<file path="config.mk">
export PLATFORM = sky130hd
export DESIGN_NAME = fetch_unit
export DESIGN_NICKNAME = d
export VERILOG_FILES = /design/src/rtl/fetch_pkg.sv /design/src/rtl/fetch_unit_if_id_reg.sv /design/src/rtl/fetch_unit.sv
export SDC_FILE = /design/constraint.sdc
export NUM_CORES = 1
export LEC_CHECK = 0
export ABC_AREA = 1
export CAP_MARGIN = 20
export CORE_ASPECT_RATIO = 2
export CORE_MARGIN = 10
export CORE_UTILIZATION = 46
export DETAILED_ROUTE_END_ITERATION = 8
export GPL_ROUTABILITY_DRIVEN = 0
export PLACE_DENSITY = 0.82
export SKIP_LAST_GASP = 1
export SYNTH_ARGS = -nofsm -noshare
export SYNTH_HDL_FRONTEND = slang
export SYNTH_SLANG_ARGS = --single-unit
export TNS_END_PERCENT = 30
</file>
<file path="constraint.sdc">
create_clock -name clk -period 2.9 [get_ports clk]
set_input_delay 0.435 -clock clk [delete_from_list [all_inputs] [get_ports clk]]
set_output_delay 0.435 -clock clk [all_outputs]
set_load 0.1 [all_outputs]
</file>
<file path="src/rtl/fetch_pkg.sv">
// fetch_pkg: shared types and constants for the fetch stage.
//   fetch_state_e : BOOT / RUN / FAULT sequencing of the fetch unit
//   NOP_INSTR     : encoding loaded into IF/ID for a bubble
//   INSTR_W       : instruction / address width
//   JIDX_W        : J-format instr_index field width
//   jump_target() : J-format absolute target from PC+4 and instr_index
package fetch_pkg;

    typedef enum logic [1:0] {
        BOOT  = 2'd0,
        RUN   = 2'd1,
        FAULT = 2'd2
    } fetch_state_e;

    localparam int                 INSTR_W   = 32;
    localparam int                 JIDX_W    = 26;
    localparam logic [INSTR_W-1:0] NOP_INSTR = 32'h0000_0000;

    // Top nibble comes from PC+4, the rest from the index, word aligned.
    function automatic logic [INSTR_W-1:0] jump_target(
        input logic [INSTR_W-1:0] pc4,
        input logic [JIDX_W-1:0]  idx
    );
        return {pc4[31:28], idx, 2'b00};
    endfunction

endpackage

</file>
<file path="src/rtl/fetch_unit_if_id_reg.sv">
// if_id_reg: IF/ID pipeline register (instruction, PC+4, valid).
//   clk, rst_n      : clock, async active-low reset
//   hold_i          : keep current contents
//   bubble_i        : load a NOP bubble (wins over hold_i)
//   instr_i, pc4_i  : values loaded when neither hold nor bubble
//   instr_o, pc4_o, valid_o : registered outputs
module if_id_reg
    import fetch_pkg::*;
(
    input  logic               clk,
    input  logic               rst_n,
    input  logic               hold_i,
    input  logic               bubble_i,
    input  logic [INSTR_W-1:0] instr_i,
    input  logic [INSTR_W-1:0] pc4_i,
    output logic [INSTR_W-1:0] instr_o,
    output logic [INSTR_W-1:0] pc4_o,
    output logic               valid_o
);

    logic [INSTR_W-1:0] instr_q, instr_d;
    logic [INSTR_W-1:0] pc4_q, pc4_d;
    logic               valid_q, valid_d;

    always_comb begin
        instr_d = instr_q;
        pc4_d   = pc4_q;
        valid_d = valid_q;
        if (bubble_i) begin
            instr_d = NOP_INSTR;
            pc4_d   = '0;
            valid_d = 1'b0;
        end else if (!hold_i) begin
            instr_d = instr_i;
            pc4_d   = pc4_i;
            valid_d = 1'b1;
        end
    end

    always_ff @(posedge clk or negedge rst_n) begin
        if (!rst_n) begin
            instr_q <= NOP_INSTR;
            pc4_q   <= '0;
            valid_q <= 1'b0;
        end else begin
            instr_q <= instr_d;
            pc4_q   <= pc4_d;
            valid_q <= valid_d;
        end
    end

    assign instr_o = instr_q;
    assign pc4_o   = pc4_q;
    assign valid_o = valid_q;

endmodule

</file>
<file path="src/rtl/fetch_unit.sv">
// fetch_unit: PC register, next-PC selection and IF/ID stage in front of a
// combinational byte-addressed instruction memory.
//   clk, rst_n                      : clock, async active-low reset
//   stall_i, flush_i                : hold PC+IF/ID / squash IF/ID
//   branch_taken_i, branch_target_i : redirect to full byte address
//   jump_i, jump_index_i            : redirect to J-format target
//   imem_addr_o, imem_data_i        : memory address (= PC) / returned word
//   if_id_instr_o, if_id_pc4_o, if_id_valid_o : IF/ID contents
//   fault_o                         : sticky misaligned/out-of-range fetch fault
// Optional: define FETCH_PERF_CNT_EN to add saturating counters
//   perf_fetch_o (valid IF/ID loads) and perf_bubble_o (bubbles loaded in RUN).
module fetch_unit
    import fetch_pkg::*;
#(
    parameter logic [31:0] RESET_PC   = 32'h0000_0000,
    parameter int          IMEM_BYTES = 1024
) (
    input  logic               clk,
    input  logic               rst_n,
    input  logic               stall_i,
    input  logic               flush_i,
    input  logic               branch_taken_i,
    input  logic [INSTR_W-1:0] branch_target_i,
    input  logic               jump_i,
    input  logic [JIDX_W-1:0]  jump_index_i,
    output logic [INSTR_W-1:0] imem_addr_o,
    input  logic [INSTR_W-1:0] imem_data_i,
    output logic [INSTR_W-1:0] if_id_instr_o,
    output logic [INSTR_W-1:0] if_id_pc4_o,
    output logic               if_id_valid_o,
`ifdef FETCH_PERF_CNT_EN
    output logic [31:0]        perf_fetch_o,
    output logic [31:0]        perf_bubble_o,
`endif
    output logic               fault_o
);

    localparam logic [INSTR_W-1:0] LAST_PC = INSTR_W'(IMEM_BYTES - 4);

    fetch_state_e       state_q, state_d;
    logic [INSTR_W-1:0] pc_q, pc_d, pc4, next_pc;
    logic               bad_next, ifid_hold, ifid_bubble;

    always_comb begin
        pc4 = pc_q + 32'd4;

        if (branch_taken_i)    next_pc = branch_target_i;
        else if (jump_i)       next_pc = jump_target(pc4, jump_index_i);
        else if (stall_i)      next_pc = pc_q;
        else                   next_pc = pc4;

        bad_next = (next_pc[1:0] != 2'b00) || (next_pc > LAST_PC);

        // BOOT and FAULT keep IF/ID as is: it already holds a bubble there.
        state_d     = state_q;
        pc_d        = pc_q;
        ifid_hold   = 1'b1;
        ifid_bubble = 1'b0;
        case (state_q)
            BOOT: state_d = RUN;
            RUN: begin
                if (bad_next) begin
                    // Faulting fetch: PC keeps the last good address.
                    state_d     = FAULT;
                    ifid_bubble = 1'b1;
                end else begin
                    pc_d        = next_pc;
                    // Redirects squash the wrong-path fetch even while stalled.
                    ifid_bubble = branch_taken_i | jump_i | flush_i;
                    ifid_hold   = stall_i;
                end
            end
            FAULT:   state_d = FAULT;
            default: state_d = FAULT;
        endcase
    end

    always_ff @(posedge clk or negedge rst_n) begin
        if (!rst_n) begin
            state_q <= BOOT;
            pc_q    <= RESET_PC;
        end else begin
            state_q <= state_d;
            pc_q    <= pc_d;
        end
    end

    if_id_reg u_if_id (
        .clk      (clk),
        .rst_n    (rst_n),
        .hold_i   (ifid_hold),
        .bubble_i (ifid_bubble),
        .instr_i  (imem_data_i),
        .pc4_i    (pc4),
        .instr_o  (if_id_instr_o),
        .pc4_o    (if_id_pc4_o),
        .valid_o  (if_id_valid_o)
    );

    assign imem_addr_o = pc_q;
    assign fault_o     = (state_q == FAULT);

`ifdef FETCH_PERF_CNT_EN
    logic [31:0] perf_fetch_q, perf_bubble_q;
    logic        fetch_ev, bubble_ev;

    assign fetch_ev  = (state_q == RUN) && !ifid_bubble && !ifid_hold;
    assign bubble_ev = (state_q == RUN) && ifid_bubble;

    always_ff @(posedge clk or negedge rst_n) begin
        if (!rst_n) begin
            perf_fetch_q  <= '0;
            perf_bubble_q <= '0;
        end else begin
            if (fetch_ev && perf_fetch_q != 32'hFFFF_FFFF)
                perf_fetch_q <= perf_fetch_q + 32'd1;
            if (bubble_ev && perf_bubble_q != 32'hFFFF_FFFF)
                perf_bubble_q <= perf_bubble_q + 32'd1;
        end
    end

    assign perf_fetch_o  = perf_fetch_q;
    assign perf_bubble_o = perf_bubble_q;
`endif

endmodule
</file>
Word-level counts from Yosys, hierarchy flattened
Cells that the tools add are included.

Add/subtract/negate cells: 1. Order comparisons: 1. Equal/unequal tests: 4. Muxes and demuxes: 15. Bitwise operators: 3. Reduce and logical (&&, ||, !) cells: 4.

Operators by type and width (number): 2-to-1 mux 32 bit (7); adder 32 x 3 -> 32 bit, second input constant (1); > comparator 32 x 10 -> 1 bit, second input constant (1); 2-to-1 mux 1 bit (6); != test 2 bit, second input constant (2); one-hot mux 2 bit (2 select lines) (1); equality test 2 x 1 -> 1 bit, second input constant (1); equality test 2 bit, second input constant (1); logical NOT 2 bit (1); 2-to-1 mux 2 bit (1); OR 1 bit (2); AND reduction 2 bit (1); nonzero test 2 bit (1); logical OR 1 bit (1); NOT 1 bit (1).

Register bits: 99. Bits of input ports: 96. Output and inout bits: 98. Word-level logic and storage cells: 33.

Logic depth before layout (Yosys ltp)
Word-level depth: 10. Gate-level depth with buffers: 21. Mapped depth without buffers: 21.

Cells and area by module
Synthesis repeated with hierarchy kept, for this count alone.

Cell total of the unflattened synthesis: 819. Area total of the unflattened synthesis: 5769.3 um2.

By module, submodules not included: fetch_unit (times used 1, cells each 539, area each 3150.5 um2, seq. area each 850.8 um2); if_id_reg (times used 1, cells each 280, area each 2618.8 um2, seq. area each 1626.6 um2).

Least setup slack after synthesis
No wires, ideal clock.

Path kind: register to register. Start point: register pc_q[3] (netlist: imem_addr_o[3]). End point: register pc_q[22] (netlist: imem_addr_o[22]). Library setup time: 124 ps. Arrival: 2953 ps. Required time: 2776 ps. Setup slack: -177 ps. Stages on the path, launching flop included: 20. Buffers on the path: 1. Clock period less this slack: 3077 ps. Cells stage by stage: dfrtp_1 -> ha_1 -> nand2_1 -> nor2_2 -> nand2_1 -> nor2_1 -> nand2_1 -> nand3_1 -> nand2_1 -> nand2_1 -> nand2_1 -> nor2_1 -> nand3_1 -> nor2_1 -> nand2_1 -> nor2_4 -> nand2_4 -> clkinv_2 -> buf_6 -> nor2_1.

Cells in the longest elaborated chain, start to end: 8.

Ends and longest elaborated chain: start: declaration (line fetch_unit.sv:41) `logic [INSTR_W-1:0] pc_q, pc_d, pc4, next_pc;`; start signal: assignment (line fetch_unit.sv:84) `pc_q <= pc_d;`; adder 32 x 3 -> 32 bit (line fetch_unit.sv:45) `pc4 = pc_q + 32'd4;`; 2-to-1 mux 32 bit (line fetch_unit.sv:49) `else if (stall_i) next_pc = pc_q;`; 2-to-1 mux 32 bit (*) (line fetch_unit.sv:48) `else if (jump_i) next_pc = jump_target(pc4, jump_index_i);`; 2-to-1 mux 32 bit (*) (line fetch_unit.sv:47) `if (branch_taken_i) next_pc = branch_target_i;`; > comparator 32 x 10 -> 1 bit (line fetch_unit.sv:52) `bad_next = (next_pc[1:0] != 2'b00) || (next_pc > LAST_PC);`; logical OR 1 bit (line fetch_unit.sv:52); NOT 1 bit (no source line); AND reduction 2 bit (no source line).

Mark *: on every way between the ends. The rest lies on a longest branch, timed or not. A chain may end at the register's enable or synchronous reset.

Worst setup path in the final report
Start point: register pc_q[8] (netlist: imem_addr_o[8]). End point: register u_if_id.pc4_q[30] (netlist: u_if_id.pc4_o[30]).

Cells in the longest elaborated chain, start to end: 9. Elaborated cells between the ends (all ways): 13. Those cells by class: add/sub: 1; order compare: 1; eq/ne: 1; mux: 9; reduce/logical: 1.

Ends and longest elaborated chain: adder 32 x 3 -> 32 bit (line fetch_unit.sv:45); 2-to-1 mux 32 bit (line fetch_unit.sv:49); 2-to-1 mux 32 bit (line fetch_unit.sv:48); 2-to-1 mux 32 bit (line fetch_unit.sv:47); > comparator 32 x 10 -> 1 bit (line fetch_unit.sv:52); logical OR 1 bit (line fetch_unit.sv:52); 2-to-1 mux 1 bit (line fetch_unit.sv:62) `if (bad_next) begin`; 2-to-1 mux 1 bit (line fetch_unit.sv:59) `case (state_q)`; != test 2 bit (no source line) / 2-to-1 mux 32 bit (equally long branches); end signal: assignment (line fetch_unit_if_id_reg.sv:47) `pc4_q <= pc4_d;`; end: declaration (line fetch_unit_if_id_reg.sv:22) `logic [INSTR_W-1:0] pc4_q, pc4_d;`.

Several ways; a longest one is shown, not always the timed one. The select of a mux whose other input is x is not followed.

==> run metrics <==
sw frac 24.38%; placed cell areas 0.007581 mm²; Synth area leaders dfrtp_1 45%, nand2_1 14%, nor2_1 7.4%; Post-CTS Resized 0; Post-Layout Cell Count 1102; Yosys cell types 34; clock sinks 99; largest net degree at the start of global routing 53; final worst slack 0.2368 ns; Rows 56; post-synthesis sequential area ratio 45.30%; flops & latches, synth 99; design area 0.007896 mm²; Root Buffer clkbuf_16; Worst-Margin Slew 0.6988 ns; Final ANT Viol Nets 0; worst stage delay on the critical path 0.49 ns; pins over their slew limit 0; Comb pwr share 11.1%; via/cell ratio 5.336; syn avg cell area 7.361 µm²; synth warn 0; CP Max Fanout 24; status completed; # port buffers 193; die area 0.01691 mm²; Initial Util 46.74%; largest area contributor in the netlist dfrtp_1; Crit Path Category flop to flop; Worst VDD drop 0.3429 mV; cell with the most instances after synthesis nand2_1; RSZ-0062 raised after global routing no; Final min period 2.663 ns; WL/cell 18.25 µm; Mapped Cells 743; slowest CP cell dfrtp_1; Buf/Inv on CP 2; Static Leak 4.193 nW; CTS buffer count 9; initial DRC count 349; Post-Syn Area 0.005469 mm²; path category of the worst min-delay check input port to async pin; final-stage net count 1048; ordered cell list for the critical path nand2_1, nor2_1, nand2_2, buf_4, nor2_1, xor2_1, o21ai_0, o21ai_0, nand3_1, nor2_2, nand4_1, nand2_2, nand2_2, buf_12, nor2_1; CTS tree built; die width 97.10 µm; Post-synth top flop dfrtp_1; CP top delay family simple AND/OR/NAND/NOR gates; Core Util, Final 67.48%; Fill cells 1014; DRC errors left 0; All-Layer GR Usage 23.33%; Final setup violation count 0; DRT Wirelength 20110 µm; Psw 0.7031 mW; CTS hold repair buffers 0; die height 174.2 µm; layout cell share with drive strength beyond 1 20.50%; most instantiated cells after synthesis 208 x nand2_1, 108 x nor2_1, 99 x dfrtp_1, 77 x inv_1, 60 x nand3_1; Sequential Power Share 47.8%; Internal 2.181 mW; Synth top area share 45.30%; Ports 194; Fmax 375.5 MHz; core area 0.01170 mm²; Setup crit start imem_addr_o[8]; Post-Syn Nets 840; Max Cap Viol 0; worst endpoint data arrival time 2.93 ns; RR Startpoint imem_addr_o[8]; PwrDens 365.3 mW/mm²; DP Wirelength 15950 µm; vias in the first global route 5994; post-placement worst setup slack -0.02378 ns; H-Tree Depth 3; source-to-sink clock delay at the later pin of the worst-skew pair 0.35 ns; Clock Path Buffers 2; first-pass GRT wire length 31910 µm; Async SR Flop Fraction 100.0%; CP endpoint kind flop; CP Launch Type flop; final-report hold violation count 0; post-CTS setup buffer count 0; final period utilization 91.83%; area grow syn2layout 44.38%; grt total ovfl 0; Tot Pwr 2.884 mW; clock skew 0.01022 ns; Via Count 5880; Post-synth EDFFs 0; DRT Pass-1 Iters 5; placed insts 1085; WP data required 3.17 ns; initial antenna violation count 1; Clock transition at path regs 0.08 ns; Worst slew margin 53.42%; Clock power frac 41.1%
-- final cells by class --
| type | instances | area [µm²] | area share (%) |
|---|---|---|---|
| antenna | 1 | 2.502 | 0.03169 |
| clock buffer | 10 | 239.0 | 3.026 |
| clock inverter | 6 | 56.30 | 0.7130 |
| inverter | 79 | 297.8 | 3.771 |
| multi-input combinational | 526 | 2526 | 31.99 |
| sequential | 99 | 2482 | 31.44 |
| tap | 145 | 181.4 | 2.298 |
| timing repair buffer | 236 | 2111 | 26.73 |
-- final timing paths --
kind / endpoint / slack (ns) / cells after the start
worst max-delay path: u_if_id.pc4_o[30] / 0.24 / 15
worst min-delay path: u_if_id.instr_o[8] / 0.13 / 1
worst max register to register: u_if_id.pc4_o[30] / 0.24 / 15
worst min register to register: u_if_id.pc4_o[1] / 0.49 / 2
max in group asynchronous: u_if_id.pc4_o[29] / 2.07 / 2
min in group clk: u_if_id.pc4_o[1] / 0.49 / 2
-- per-stage QoR --
step           setup TNS, ns  hold slack [ns]
2_1_floorplan              0           0.1394
3_3_place_gp               0           0.4751
3_5_place_dp        -0.08445           0.4809
4_1_cts                    0           0.1464
5_1_grt                    0           0.1804
6_report                   0           0.1257
-- cell usage in the layout (no fill, tap or decap), drive strengths merged, types with 7 or more instances in the layout --
master,Yosys,final
nand2,214,214
buf,18,142
nor2,115,115
dfrtp,99,99
clkdlybuf4s50,0,94
inv,78,80
nand3,60,60
nand4,43,43
o21ai,31,31
a221oi,16,16
or2,12,12
clkbuf,21,10
xor2,7,7
-- state kept, by name, indices dropped and copies added (netlist names) --
name / count
imem_addr_o: 32
u_if_id.valid_o: 1
u_if_id.instr_o: 32
u_if_id.pc4_o: 32
state_q: 2
-- power groups by stage --
stage	Sequential [mW]	Combinational, mW	Clock (mW)
floorplan	1.41	0.0997	0
global placement	1.41	0.316	0
detailed placement	1.41	0.316	0
CTS	1.38	0.318	1.21
global route	1.38	0.345	1.27
finish	1.38	0.320	1.19
-- layer usage --
layer | track usage, % | vias to the layer above | part of all wire [%]
met5 | 0 | - | 0
met4 | 12.55 | 0 | 4.9
met3 | 4.448 | 57 | 5.9
met2 | 43.53 | 259 | 55
met1 | 23.44 | 2730 | 34
li1 | - | 2834 | -
-- kinds of logic (layout without fill, tap and decap cells) --
kind of cell | after synthesis | in the layout | synth area share, %
AO/OA/AOI/OAI | 69 | 69 | 8.282
XOR/XNOR | 10 | 10 | 1.602
adder cells (fa/ha/maj) | 1 | 1 | 0.2287
buffers and inverters | 118 | 331 | 8.877
flip-flops | 99 | 99 | 45.30
other | 0 | 1 | 0
AND/OR/NAND/NOR | 446 | 446 | 35.71
Power figures use the tool's default switching activity.
==> patch, RTL diff (config.mk and constraints unchanged) <==
Add a define of `FETCH_PERF_CNT_EN`.
--- a/src/rtl/fetch_unit.sv
+++ b/src/rtl/fetch_unit.sv
@@ -11,2 +11,4 @@
 //   perf_fetch_o (valid IF/ID loads) and perf_bubble_o (bubbles loaded in RUN).
+`define FETCH_PERF_CNT_EN
+
 module fetch_unit
Check against the original RTL (old outputs only; new: perf_bubble_o and perf_fetch_o): equivalent (Yosys induction, for registers that start in step).
==> patch against the original RTL <==
Wire length up 80%. Setup slack worse by 0.22 ns. Count of clock-buffer cells in the layout increased by 8. Clock power is 110% higher. Area after synthesis rose by 75%. Synthesized cell count is 80% higher. Final area up 71%. Power is 78% higher. Sequential cell count up 64. Combinational power rose by 5%. Hold slack worse by 0.11 ns. Global-route usage grew 2.8 points. Critical path type unchanged. Largest power group is now the clock network.
==> patch: results (changes against the original RTL) <==
outcome complete, no violations; global-route wire length before repair 55940 um (+75%); PostCTS Resize Cnt 7 (+7); CP max FO 10 (-58%); Unique masters post-synth 31 (-8.8%); routed wire length 36240 um (+80%); crit path capture perf_fetch_o[27]; Place WS -0.2268 ns (-0.2031 ns); Inst Count DP 1879 (+73%); Post-Syn Nets 1435 (+71%); FF-to-FF path depth 19 (+4); DR iter-0 viols 963 (+180%); Compound-Gate Fraction of Synth Area 8.757% (+0.47 points); share of cells above drive strength 1 21.62% (+1.1 points); TritonRoute pass-1 iters 6 (+1); met1 GRT Util 23.95% (+0.51 points); Synth area leaders dfrtp_1 43%, nand2_1 15%, nor2_1 6.1%, nand3_1 6.0%, inv_1 5.9%; via count 10320 (+75%); H-tree Lvls 4 (+1); Global Route Usage Sum 26.13% (+2.8 points); adder-cell share of the synthesized area 0.3927% (+0.16 points); Fin Hold WS 0.01388 ns (-0.1118 ns); post-synthesis cell count 1336 (+80%); worst slew pin tran 0.7252 ns (+0.02646 ns); Seq/Total Area, Yosys 42.67% (-2.6 points); number of global-route vias before repair 10570 (+76%); Lkg Pwr 6.956 nW (+66%); filler instances 1703 (+68%); Area after DPL 12530 um2 (+65%); Critical Path Max Stage Delay 0.38 ns (-0.11 ns); # nets final 1742 (+66%); Wirelength per Cell 18.85 um (+3.3%); initial antenna violation count 2 (+1); CTS Buffer Depth 2 (unchanged); largest net degree at the start of global routing 78 (+47%); internal reg-to-reg setup slack 0.02 ns (-0.22 ns); GR Util met2 48.27% (+4.7 points); final HPWL from detailed placement 27760 um (+74%); clock latency on the worst-skew pair 0.45 ns (+0.10 ns); Synth Area in XOR/XNOR 6.047% (+4.4 points); maximum VDD drop 369.9 uV (+7.9%); most frequent cells after synthesis 389 x nand2_1, 163 x dfrtp_1, 155 x nor2_1, 151 x inv_1, 114 x nand3_1; CP max stage cell dfrtp_2; arrival time at the worst endpoint 3.21 ns (+0.28 ns); Final Critical Period 2.881 ns (+0.2182 ns)
## patch: layout make-up
| cell class | instances | area, um2 | area share [%] |
|---|---|---|---|
| clock buffer | 18 | 439.2 | 3.252 |
| inverter | 159 | 596.8 | 4.420 |
| multi-input combinational | 964 | 4836 | 35.81 |
| sequential | 163 | 4103 | 30.38 |
| antenna | 1 | 2.502 | 0.01853 |
| clock inverter | 14 | 214.0 | 1.584 |
| tap | 266 | 332.8 | 2.465 |
| timing repair buffer | 338 | 2980 | 22.07 |
## patch: power by group through the flow
stage	clock (W)	sequential (W)	combinational [W]
after floorplan	0	0.00232	0.0000921
after global placement	0	0.00232	0.000327
after detailed placement	0	0.00232	0.000330
after CTS	0.00256	0.00227	0.000332
after global routing	0.00265	0.00227	0.000370
final	0.00253	0.00227	0.000337
## patch: per-layer routing
metal	up-vias	wire [um]
met2	509	19470
met3	148	2811
met1	4798	11450
met4	2	2495
met5	-	11
li1	4862	-
